`src/rtl/simon_data_in.sv`:
```
// simon_data_in: byte-serial loader for SIMON block and key frames.
// Optional macro SIMON_DATAIN_ERR_EN enables the errIN invalid-header pulse.
module simon_data_in #(
   parameter int N = 16,
   parameter int M = 4
) (
   input  logic                  clk,
   input  logic                  R,
   input  logic [7:0]            in,
   input  logic                  newIN,
   output logic                  inREADY,
   input  logic                  readData,
   input  logic                  readKey,
   output logic                  doneData,
   output logic                  doneKey,
   output logic [1:0][N-1:0]     BLOCK,
   output logic [M-1:0][N-1:0]   KEY,
   output logic [7:0]            info,
   output logic [7:0]            infoCOUNT,
   output logic                  errIN
);

   localparam int DB = 2 * N / 8;
   localparam int KB = M * N / 8;
   localparam int MB = (DB > KB) ? DB : KB;
   localparam int CW = $clog2(MB + 1);
   localparam int BW = 2 * N;
   localparam int KW = M * N;
   localparam logic [CW-1:0] DLAST = CW'(DB - 1);
   localparam logic [CW-1:0] KLAST = CW'(KB - 1);

   typedef enum logic [1:0] {WAIT, LOAD, HOLD} state_t;

   state_t          state;
   state_t          state_nx;
   logic [BW-1:0]   block_q;
   logic [KW-1:0]   key_q;
   logic [CW-1:0]   cnt;
   logic            is_key;
   logic            accept;
   logic            hdr_ok;
   logic            last;
   logic            clear;

   assign accept = newIN && inREADY;
   assign hdr_ok = (in[1:0] == 2'b01) || (in[1:0] == 2'b10);
   assign last   = (cnt == (is_key ? KLAST : DLAST));
   assign clear  = (state == HOLD) && (is_key ? readKey : readData);
   assign BLOCK  = block_q;
   assign KEY    = key_q;

   // State register.
   always_ff @(posedge clk) begin
      if (R) state <= WAIT;
      else   state <= state_nx;
   end

   // Next-state decode; input is refused while a frame is held.
   always_comb begin
      state_nx = state;
      inREADY  = 1'b1;
      unique case (state)
         WAIT: if (accept && hdr_ok) state_nx = LOAD;
         LOAD: if (accept && last)   state_nx = HOLD;
         HOLD: begin
            inREADY = 1'b0;
            if (clear) state_nx = WAIT;
         end
         default: state_nx = WAIT;
      endcase
   end

   // Header latch, payload shift-in, done flags and frame counter.
   always_ff @(posedge clk) begin
      if (R) begin
         block_q   <= '0;
         key_q     <= '0;
         cnt       <= '0;
         is_key    <= 1'b0;
         info      <= '0;
         infoCOUNT <= '0;
         doneData  <= 1'b0;
         doneKey   <= 1'b0;
      end else begin
         unique case (state)
            WAIT: begin
               if (accept && hdr_ok) begin
                  info   <= in;
                  is_key <= in[1];
                  cnt    <= '0;
               end
            end
            LOAD: begin
               if (accept) begin
                  cnt <= cnt + 1'b1;
                  if (is_key) key_q   <= {key_q[KW-9:0], in};
                  else        block_q <= {block_q[BW-9:0], in};
                  if (last) begin
                     infoCOUNT <= infoCOUNT + 8'd1;
                     if (is_key) doneKey  <= 1'b1;
                     else        doneData <= 1'b1;
                  end
               end
            end
            HOLD: begin
               if (clear) begin
                  doneData <= 1'b0;
                  doneKey  <= 1'b0;
               end
            end
            default: ;
         endcase
      end
   end

`ifdef SIMON_DATAIN_ERR_EN
   logic err_q;

   // One-cycle pulse after a dropped header byte.
   always_ff @(posedge clk) begin
      if (R) err_q <= 1'b0;
      else   err_q <= (state == WAIT) && accept && !hdr_ok;
   end

   assign errIN = err_q;
`else
   assign errIN = 1'b0;
`endif

endmodule

```
`config.mk`:
```
export PLATFORM = sky130hd
export DESIGN_NAME = simon_data_in
export DESIGN_NICKNAME = d
export VERILOG_FILES = /design/src/rtl/simon_data_in.sv
export SDC_FILE = /design/constraint.sdc
export NUM_CORES = 1
export LEC_CHECK = 0
export BUFFER_PORTS_ARGS = -buffer_cell sky130_fd_sc_hd__buf_2
export CORE_MARGIN = 5
export CORE_UTILIZATION = 40
export CTS_CLUSTER_DIAMETER = 50
export DETAILED_ROUTE_END_ITERATION = 6
export GPL_ROUTABILITY_DRIVEN = 0
export PLACE_DENSITY = 0.65
export SETUP_SLACK_MARGIN = 0.1
export SLEW_MARGIN = 5
export SYNTH_ARGS = -nofsm -noshare
export SYNTH_HDL_FRONTEND = slang
export SYNTH_SLANG_ARGS = --single-unit
export TNS_END_PERCENT = 1
```
`constraint.sdc`:
```
create_clock -name clk -period 1.85 [get_ports clk]
set_input_delay 0.37 -clock clk [delete_from_list [all_inputs] [get_ports clk]]
set_output_delay 0.37 -clock clk [all_outputs]
set_load 0.02 [all_outputs]
```
After elaboration in Yosys (flattened, before gate mapping)

Index checks and enable logic that the tools add are counted.

Bits in registers: 121
Output and inout bits: 116
Logic and storage cells: 59

$add $sub $neg: 2
Equality and inequality tests: 12
Muxes and demuxes: 19
Bitwise logic cells: 1
Reduce and logical (&&, ||, !) cells: 16

Operators by type and width:

| kind                  | count |
|---|---|
| $reduce_and A3 Y1     | 5 |
| $ne A2 B2 Y1 const B  | 7 |
| $reduce_and A5 Y1     | 2 |
| $mux W1               | 9 |
| $add A8 B1 Y8 const B | 1 |
| $mux W4               | 2 |
| $pmux W4 S2           | 1 |
| $mux W2               | 3 |
| $pmux W2 S3           | 1 |
| $add A4 B1 Y4 const B | 1 |
| $eq A2 B1 Y1 const B  | 2 |
| $eq A2 B2 Y1 const B  | 2 |
| $eq A4 B3 Y1          | 1 |
| $logic_and A1 B1 Y1   | 4 |
| $pmux W1 S2           | 2 |
| $reduce_bool A2 Y1    | 2 |
| $mux W3               | 1 |
| $logic_not A2 Y1      | 1 |
| $reduce_and A2 Y1     | 1 |
| $logic_or A1 B1 Y1    | 1 |
| $not A1 Y1            | 1 |

Longest topological paths before layout

Gate-level depths: netlist of the first run.

Depth in word-level cells: 6
Depth in mapped cells: 7
Mapped depth without buffers: 5

Least setup slack after synthesis of the first run

No wires, ideal clock.

Path kind: register to register
Start: register cnt[0]
End: register infoCOUNT[7]
Arrival time: 1,662 ps
Data required time: 1,780 ps
Setup slack: 118 ps
Cell stages (with the launch flop): 6
Buffers on the path: 0
Path through: dfxtp_1 ha_1 nand2b_1 or3_4 or4_1 a21oi_1

Cells in the longest elaborated chain, start to end: 2

RTL lines:

| item                               | RTL line | RTL |
|---|---|---|
| start, declared                    | 38       | `logic [CW-1:0] cnt;` |
| start signal, assigned             | 95       | `cnt <= cnt + 1'b1;` |
| $eq A4 B3 Y1                       | 47       | `assign last = (cnt == (is_key ? KLAST : DLAST));` |
| $reduce_and A3 Y1 (no source line) | --       |  |
| end signal, assigned               | 99       | `infoCOUNT <= infoCOUNT + 8'd1;` |
| end, declared                      | 19       | `output logic [7:0] infoCOUNT,` |

No other way between the ends.
A chain may end at the register's enable or synchronous reset.

Final worst setup path of the first run

Start: register cnt[1]
End: register infoCOUNT[7]

Same word-level chain as after synthesis.

==> reports/qor.yml, run 1 <==
final_cell_mix: "nand2_1 (199), buf_2 (126), dfxtp_1 (117), a21oi_1 (101), nor2_1 (18)"
slew_viol_final: 0
grt_usage_pct: 17.9
hold_buffers: 0
grt_pass1_vias: 3855
antenna_cells: 0
cts_htree_levels: 4
synth_mux_area_share_pct: 2.36
routed.top_layer: "met4"
io_pins: 129
first_pass_iters: 5
synth.distinct_cells: 33
path_class: "flip-flop to flip-flop"
seq_area_sq_mm: 0.00241
clkTransAtPathRegs_ns: 0.05
arrival_ns: 2.15
final-setup-viol-count: 0
numCtsBuffers: 17
min_period_over_period_pct: 93.2
clkLatencyLatePin_ns: 0.50
coreArea_sq_mm: 0.0107
ant_nets: 0
required_ns: 2.28
area_growth_syn_to_layout_pct: 34.7
leakage_nw: 2.46
synth_top_area_share_pct: 55.3
powerDensity_mw_per_mm2: 1080
cts_tree: "yes"
place_inst: 780
layout_min_cycle_time_ns: 1.72
ys_seq_area_share_pct: 55.3
drt_wl_total_microns: 11400
vias_per_cell: 4.87
syn_area_per_cell_sq_um: 8.11
clock_path_buffers: 2
die_height_microns: 114
drc: 0
final_area_sq_mm: 0.00585
ys_seq_elements: 120
numPortBuffers: 127
yosys-top-cells-area: "dfxtp_1 (55%), nand2_1 (17%), a21oi_1 (12%)"
p_total_w: 0.00633
synthSimpleGateAreaFrac_pct: 22.7
gr-total-overflow: 0
cts.sinks: 120
ir_drop_mv: 0.596
synth_top_area_cell: "dfxtp_1"
synth_warnings: 0
initial_utilization_pct: 40.4
post-dp-hpwl_microns: 7840
final_common_cell: "nand2_1"
drv_cap: 0
synth_top_family_by_area: "simple AND/OR/NAND/NOR gates"
path_max_fanout: 5
grt_max_degree: 65
r2r-end: "infoCOUNT[7]"
tns_ns: 0
dpl-instance-area_sq_mm: 0.00519
dr_wl_met2_microns: 5070
final_util_pct: 54.5
timing.rr.start: "cnt[1]"
die_w_microns: 114
r2r_cells: 5
antenna_found_initial: 0
synth_xor_xnor_area_share_pct: 2.04
fin_cells: 814
hold_depth: 3
rsz0062_at_grt: "yes"
rows: 38
num_vias: 3965
netlist_instances: 536
fin_nets: 676
avgRoutedWirePerCell_microns: 14.0
grt_pass1_wl_microns: 18900
status: "complete, no violations"
startpoint_type: "flip-flop"
wl_met1_microns: 5320
multiInputGateArea_sq_mm: 0.00179
dr_wl_met3_microns: 959
die_area_sq_mm: 0.0130
clockRootBuffer: "clkbuf_8"
hp-start: "in[3]"
fillerInstances: 1061
end_kind: "flip-flop"
synth_fa_ha_area_share_pct: 0.576
synth_compound_area_share_pct: 13.1
drt_iter0_markers: 287
min_to: "KEY[3]"
drive_above_1_share_pct: 27.7
syn-cell-area_sq_mm: 0.00435
fmax_mhz: 580
fin_worst_skew_ns: 0.00770
r2r_setup_slack_ns: 0.13
syn_nets: 551
hold_path.class: "input pin to flip-flop"
hold_viol_final: 0
## flip-flops by register name, summed over array words and instances (netlist names)
| signal | cells |
|---|---|
| KEY | 64 |
| BLOCK | 32 |
| infoCOUNT | 8 |
| info | 8 |
| cnt | 4 |
| state | 2 |
| doneData | 1 |
| doneKey | 1 |
## timing repair
| item | CTS | global route |
|---|---|---|
| pin swaps | 0 | 1 |
| gates cloned | 0 | 0 |
| setup endpoints to repair | 1 | 26 |
| resized for setup | 5 | 1 |
| hold endpoints to repair | 0 | 0 |
| buffers inserted | 1 | 1 |
## how the worst max path moves through the flow
stage	from	cells past startpoint	to
finish	cnt[1]	5	infoCOUNT[7]
floorplan	cnt[0]	5	infoCOUNT[7]
global route	cnt[0]	5	infoCOUNT[7]
global placement	cnt[0]	5	infoCOUNT[7]
CTS	info[1]	4	infoCOUNT[7]
detailed placement	cnt[0]	5	infoCOUNT[7]
## per-stage QoR
| stage | setup WS (ns) | hold slack (ns) |
|---|---|---|
| 6_report | 0.126 | 0.158 |
| 5_1_grt | 0.0659 | 0.153 |
| 4_1_cts | 0.109 | 0.135 |
| 3_5_place_dp | 0.0428 | 0.448 |
| 3_3_place_gp | 0.129 | 0.438 |
| 2_1_floorplan | 0.118 | 0.461 |
## layout make-up
cell class / count / share of cell area, %
clock buffers: 25 / 8.44
inverters: 4 / 0.256
repair buffers: 143 / 14.2
multi-input cells: 375 / 30.6
flip-flops and latches: 120 / 41.1
well taps: 140 / 2.99
clock inverters: 7 / 2.35
## synth_stat cells
master	count
nor2_1	19
nor4_1	4
xor2_4	1
nand3_1	6
a32o_1	2
mux2i_1	8
xnor2_1	4
nand3b_1	1
nor2b_1	1
or3_4	1
nor3_1	5
o31ai_1	2
mux2_2	2
buf_2	1
o21ba_2	1
or2_2	1
and3b_1	1
dfxtp_1	120
buf_6	1
a31oi_1	2
xor2_1	3
nand2_1	200
nand2b_1	1
buf_4	2
nand4b_1	1
clkbuf_1	33
nor2_2	1
ha_1	2
conb_1	1
nand4_1	1
inv_1	4
a21oi_1	102
or4_1	2
## cells by family after synthesis
kind of cell | count (synthesis)
mux | 10
flops | 120
other cells | 1
xor+xnor | 8
fa+ha+maj | 2
compound gates | 109
buf+inv | 41
simple gates | 245
## critical path: stages (launching register included)
cell and delay, ns:
dfxtp_2 0.34, ha_2 0.17, nand2b_1 0.07, or3_4 0.41
or4_4 0.52, a21oi_2 0.15
## power breakdown
part | switching, W | leakage, nW | internal [W] | total, W
sequential | 0.0000186 | 0.969 | 0.00261 | 0.00263
combinational | 0.000171 | 1.19 | 0.0000828 | 0.000254
clock | 0.00108 | 0.308 | 0.00236 | 0.00344
total | 0.00127 | 2.46 | 0.00506 | 0.00633
## layer usage
layer,global-route usage (%),vias up
li1,-,2010
met1,22.9,1832
met2,28.2,115
met3,7.14,8
met4,4.91,0
met5,0,-
Note: power is estimated with default switching activity, not from simulation.
==> run 2: changes to the inputs <==
--- a/config.mk
+++ b/config.mk
@@ -11,7 +11,7 @@
 export CTS_CLUSTER_DIAMETER = 50
 export DETAILED_ROUTE_END_ITERATION = 6
 export GPL_ROUTABILITY_DRIVEN = 0
-export PLACE_DENSITY = 0.65
+export PLACE_DENSITY = 0.62
 export SETUP_SLACK_MARGIN = 0.1
 export SLEW_MARGIN = 5
 export SYNTH_ARGS = -nofsm -noshare
==> constraint.sdc (replaced) <==
create_clock -name clk -period 1.95 [get_ports clk]
set_input_delay 0 -clock clk [delete_from_list [all_inputs] [get_ports clk]]
set_output_delay 0 -clock clk [all_outputs]
set_load 0.02 [all_outputs]
==> run 2 against run 1 <==
Sequential cell count unchanged. Utilization grew 0.23 points. Register-to-register slack improved by 0.04 ns. Final cell count grew 0.86%. Clock skew shrank 0.0011 ns. Worst setup slack gained 0.039 ns. Largest power group unchanged. Non-clock buffer count rose by 8. First-iteration DRC count shrank 45%. Routed wire length up 0.74%. Combinational power fell by 3%. Sequential power shrank 5%.
==> reports/qor.yml, run 2 (same netlist as run 1, synthesis figures left out) <==
status: "complete, no violations"
drt_wl_total_microns: 11500
grt_max_degree: 68
area_growth_syn_to_layout_pct: 35.3
critPathMaxStageDelay_ns: 0.50
startpoint_type: "flip-flop"
top_usage_layer: "met2"
fmax_mhz: 560
power.share.switching_pct: 20.4
r2r_cells: 5
fin_cells: 821
clockRootBuffer: "clkbuf_8"
path_max_fanout: 5
pwr-share-seq_pct: 42.6
die_w_microns: 114
final_common_cell: "nand2_1"
path_delay_family: "simple AND/OR/NAND/NOR gates"
hold_path.class: "input pin to flip-flop"
leakage_nw: 2.48
post_cts.repair.setup_buffers: 0
clock_path_buffers: 2
final_cell_mix: "nand2_1 (199), buf_2 (126), dfxtp_1 (119), a21oi_1 (102), nor2_1 (18)"
post-dp-hpwl_microns: 7950
power.share.combinational_pct: 4.2
cts_tree: "yes"
drc: 0
cts.sinks: 120
ant_nets: 0
timing.rr.start: "cnt[0]"
end_kind: "flip-flop"
hold_depth: 4
num_vias: 4012
grt_pass1_wl_microns: 18900
die_height_microns: 114
grt_pass1_vias: 3821
use_met2_pct: 27.8
power.share.clock_pct: 53.2
grt_usage_pct: 17.9
min_period_over_period_pct: 91.5
largest_reg_flops: 64
slew_viol_final: 0
r2r_setup_slack_ns: 0.17
gr-usage-met3_pct: 5.39
drt_iter0_markers: 157
vias_per_cell: 4.89
slowest_stage: "or4_1"
hp-start: "readKey"
initial_utilization_pct: 40.4
clkLatencyLatePin_ns: 0.50
fin_worst_skew_ns: 0.00658
intPower_w: 0.00466
avgRoutedWirePerCell_microns: 14.0
rsz0062_at_grt: "yes"
layout_min_cycle_time_ns: 1.78
tns_ns: 0
required_ns: 2.38
drv_cap: 0
first_pass_iters: 4
crit_buf_inv: 0
min_to: "doneKey"
die_area_sq_mm: 0.0130
numPortBuffers: 127
crit_chain: "ha_1 > nand2b_1 > or3_4 > or4_1 > a21oi_1"
drive_above_1_share_pct: 26.3
coreArea_sq_mm: 0.0107
place_inst: 778
fillerInstances: 1059
final-setup-viol-count: 0
p_switching_w: 0.00120
arrival_ns: 2.21
clkTransAtPathRegs_ns: 0.05
cts_htree_levels: 4
powerDensity_mw_per_mm2: 996
path_class: "flip-flop to flip-flop"
hold_viol_final: 0
rows: 38
numCtsBuffers: 17
ir_drop_mv: 0.533
antenna_found_initial: 0
io_pins: 129
r2r-end: "infoCOUNT[7]"
fin_nets: 684
antenna_cells: 0
gr-total-overflow: 0
grt_util_met1_pct: 23.6
-- run 2: cell count changes in the layout (fill, tap and decap cells not counted), moves of 2 or more --
cell / previous run / this run
dlygate4sd3_1: 0 / 12
buf_12: 6 / 4
buf_4: 11 / 9
clkbuf_1: 3 / 1
clkinv_2: 2 / 4
dfxtp_1: 117 / 119
dfxtp_2: 3 / 1
-- run 2: stage by stage --
step	hold WS, ns	util [%]	total power [W]	worst slack, ns	cell area (sq um)
6_report	0.0889	54.7	0.00586	0.166	5880
3_5_place_dp	0.296	48.0	0.00277	0.207	5150
4_1_cts	0.0567	54.7	0.00593	0.142	5880
5_1_grt	0.0945	54.7	0.00607	0.0703	5880
2_1_floorplan	0.136	-	0.00269	0.218	4350
3_3_place_gp	0.293	48.0	0.00277	0.222	5150
-- run 2: cell type report --
type / instances / area [sq um] / share of cell area [%]
tap: 140 / 175 / 2.98
inverter: 4 / 15.0 / 0.255
timing repair buffer: 151 / 898 / 15.3
clock inverter: 8 / 118 / 2.00
clock buffer: 23 / 487 / 8.28
sequential: 120 / 2400 / 40.9
multi-input combinational: 375 / 1780 / 30.3
-- run 2: worst max-delay path by stage --
stage          cells after the start            to  slack (ns)     start
2_1_floorplan                      5  infoCOUNT[7]        0.22    cnt[0]
3_3_place_gp                       5  infoCOUNT[7]        0.22    cnt[0]
3_5_place_dp                       5  infoCOUNT[7]        0.21    cnt[0]
4_1_cts                            5      state[1]        0.14   info[1]
5_1_grt                            5       KEY[51]        0.07  state[0]
6_report                           5  infoCOUNT[7]        0.17    cnt[0]
-- run 2: metal layers --
metal	share of wire, %	vias to the layer above
met4	1.5	0
li1	-	2025
met3	7.4	14
met2	46	114
met5	0	-
met1	45	1859
-- run 2: power by group through the flow --
stage                     Clock [W]  Combinational [W]  Sequential, W
final                       0.00312           0.000246        0.00249
after global routing        0.00331           0.000270        0.00249
after CTS                   0.00319           0.000248        0.00249
after detailed placement          0           0.000228        0.00254
after global placement            0           0.000226        0.00254
after floorplan                   0           0.000129        0.00256
-- run 2: timing repair --
item	in CTS	in global routing
hold buffers	12	0
gates resized for setup	0	1
hold endpoints to repair	32	0
endpoints found under the setup margin	0	6
-- run 2: worst reg2reg max path: stages, from the launching register on --
cell and delay [ns]:
dfxtp_1 0.39, ha_1 0.19, nand2b_1 0.08, or3_4 0.41
or4_1 0.50, a21oi_1 0.14
==> run 3: changes to the inputs <==
--- a/config.mk
+++ b/config.mk
@@ -5,13 +5,14 @@
 export SDC_FILE = /design/constraint.sdc
 export NUM_CORES = 1
 export LEC_CHECK = 0
-export BUFFER_PORTS_ARGS = -buffer_cell sky130_fd_sc_hd__buf_2
 export CORE_MARGIN = 5
 export CORE_UTILIZATION = 40
 export CTS_CLUSTER_DIAMETER = 50
 export DETAILED_ROUTE_END_ITERATION = 6
+export DONT_BUFFER_PORTS = 1
 export GPL_ROUTABILITY_DRIVEN = 0
-export PLACE_DENSITY = 0.62
+export PLACE_DENSITY = 0.52
+export RECOVER_POWER = 50
 export SETUP_SLACK_MARGIN = 0.1
 export SLEW_MARGIN = 5
 export SYNTH_ARGS = -nofsm -noshare
==> constraint.sdc (replaced) <==
create_clock -name clk -period 2 [get_ports clk]
set_input_delay 0 -clock clk [delete_from_list [all_inputs] [get_ports clk]]
set_output_delay 0 -clock clk [all_outputs]
set_load 0.02 [all_outputs]
==> run 3 against run 2 <==
Critical path depth unchanged. The run now ends with hold timing left. Critical path type unchanged. Highest routed layer unchanged. Routed wire length is 5.3% lower. Clock-buffer cell count up 3.
==> reports/qor.yml, run 3 (same netlist as run 1, synthesis figures left out) <==
cts.sinks: 120
pwr-share-seq_pct: 44.3
rows: 38
slew_viol_final: 0
clkLatencyLatePin_ns: 0.52
power.share.combinational_pct: 2.2
hold_buffers: 9
layout_setup_ws_ns: 0.180
die_area_sq_mm: 0.0130
first_pass_iters: 4
grt_pass1_wl_microns: 17600
drv_cap: 0
grt_max_degree: 122
post-dp-hpwl_microns: 7110
layout_min_cycle_time_ns: 1.82
grt_pass1_vias: 3327
startpoint_type: "flip-flop"
arrival_ns: 2.28
die_height_microns: 114
num_vias: 3492
drive_above_1_share_pct: 8.17
final-setup-viol-count: 0
timing.rr.start: "state[0]"
r2r-end: "cnt[3]"
antenna_found_initial: 0
antenna_cells: 0
numPortBuffers: 0
power.share.clock_pct: 53.4
p_switching_w: 0.00114
r2r_cells: 5
avgRoutedWirePerCell_microns: 15.8
seq_area_sq_mm: 0.00240
numCtsBuffers: 17
fmax_mhz: 550
coreArea_sq_mm: 0.0107
vias_per_cell: 5.05
powerDensity_mw_per_mm2: 1070
final_cell_mix: "nand2_1 (199), dfxtp_1 (120), a21oi_1 (102), nor2_1 (18), clkbuf_16 (16)"
multiInputGateArea_sq_mm: 0.00179
end_kind: "flip-flop"
fin_hold_ws_ns: -0.443
required_ns: 2.46
ir_drop_mv: 0.599
hp-start: "R"
drt_iter0_markers: 285
path_class: "flip-flop to flip-flop"
clkTransAtPathRegs_ns: 0.05
fillerInstances: 1100
largest_reg_flops: 64
cts_tree: "yes"
initial_utilization_pct: 40.4
hold_viol_final: 112
cts_htree_levels: 4
die_w_microns: 114
min_to: "infoCOUNT[1]"
drt_wl_total_microns: 10900
violations: "hold timing"
clockRootBuffer: "clkbuf_8"
intPower_w: 0.00440
drc: 0
post_cts.repair.setup_buffers: 0
status: "complete, but fails checks"
io_pins: 129
tns_ns: 0
path_max_fanout: 7
ant_nets: 0
area_growth_syn_to_layout_pct: 18.8
hold_depth: 1
gr-total-overflow: 0
fin_worst_skew_ns: 0.00503
power.share.switching_pct: 20.6
r2r_setup_slack_ns: 0.18
leakage_nw: 1.75
final_common_cell: "nand2_1"
place_ws_ns: 0.206
min_period_over_period_pct: 91.0
fin_nets: 553
grt_usage_pct: 17.3
hold_path.class: "input pin to flip-flop"
clock_path_buffers: 2
rsz0062_at_grt: "yes"
[run 3: routing by layer]
metal	vias up	GRT usage (%)	share of wire (%)
li1	1762	-	-
met1	1612	20.5	43
met2	102	25.4	45
met3	16	9.51	10
met4	0	8.71	2.1
met5	-	0	0
[run 3: layout make-up]
cell class,count,share of cell area (%)
sequential,120,46.5
multi-input combinational,375,34.6
clock buffer,26,9.65
timing repair buffer,20,3.78
tap,140,3.39
clock inverter,6,1.70
inverter,4,0.291
[run 3: how the worst max path moves through the flow]
stage | start | end | slack (ns)
final | state[0] | cnt[3] | 0.18
after global placement | cnt[0] | infoCOUNT[7] | 0.29
after global routing | state[0] | cnt[3] | 0.07
after floorplan | cnt[0] | infoCOUNT[7] | 0.27
after CTS | state[1] | info[0] | 0.12
after detailed placement | cnt[0] | infoCOUNT[5] | 0.21
[run 3: critical path: stages (launching register included)]
cell and delay, ns:
dfxtp_1 0.42, and3b_1 0.36, nand4_1 0.15, xor2_1 0.16
nor3_1 0.11, dlygate4sd3_1 0.56
[run 3: power by group through the flow]
stage	clock network [W]	registers, W	logic, W
finish	0.00296	0.00245	0.000123
global route	0.00315	0.00246	0.000138
CTS	0.00303	0.00245	0.000123
detailed placement	0	0.00251	0.000115
global placement	0	0.00250	0.000113
floorplan	0	0.00249	0.000126
[run 3: metrics by stage]
step / cell area (sq um) / power (W) / std cells / util [%]
4_1_cts: 5170 / 0.00561 / 691 / 48.1
2_1_floorplan: 4350 / 0.00262 / 536 / -
3_3_place_gp: 4500 / 0.00262 / 650 / 41.8
5_1_grt: 5160 / 0.00574 / 691 / 48.0
6_report: 5160 / 0.00553 / 691 / 48.0
3_5_place_dp: 4500 / 0.00262 / 650 / 41.8
[run 3: what timing repair did]
item / CTS / global route
gates resized for setup: 0 / 1
endpoints found under the hold margin: 120 / 112
setup endpoints to repair: 0 / 3
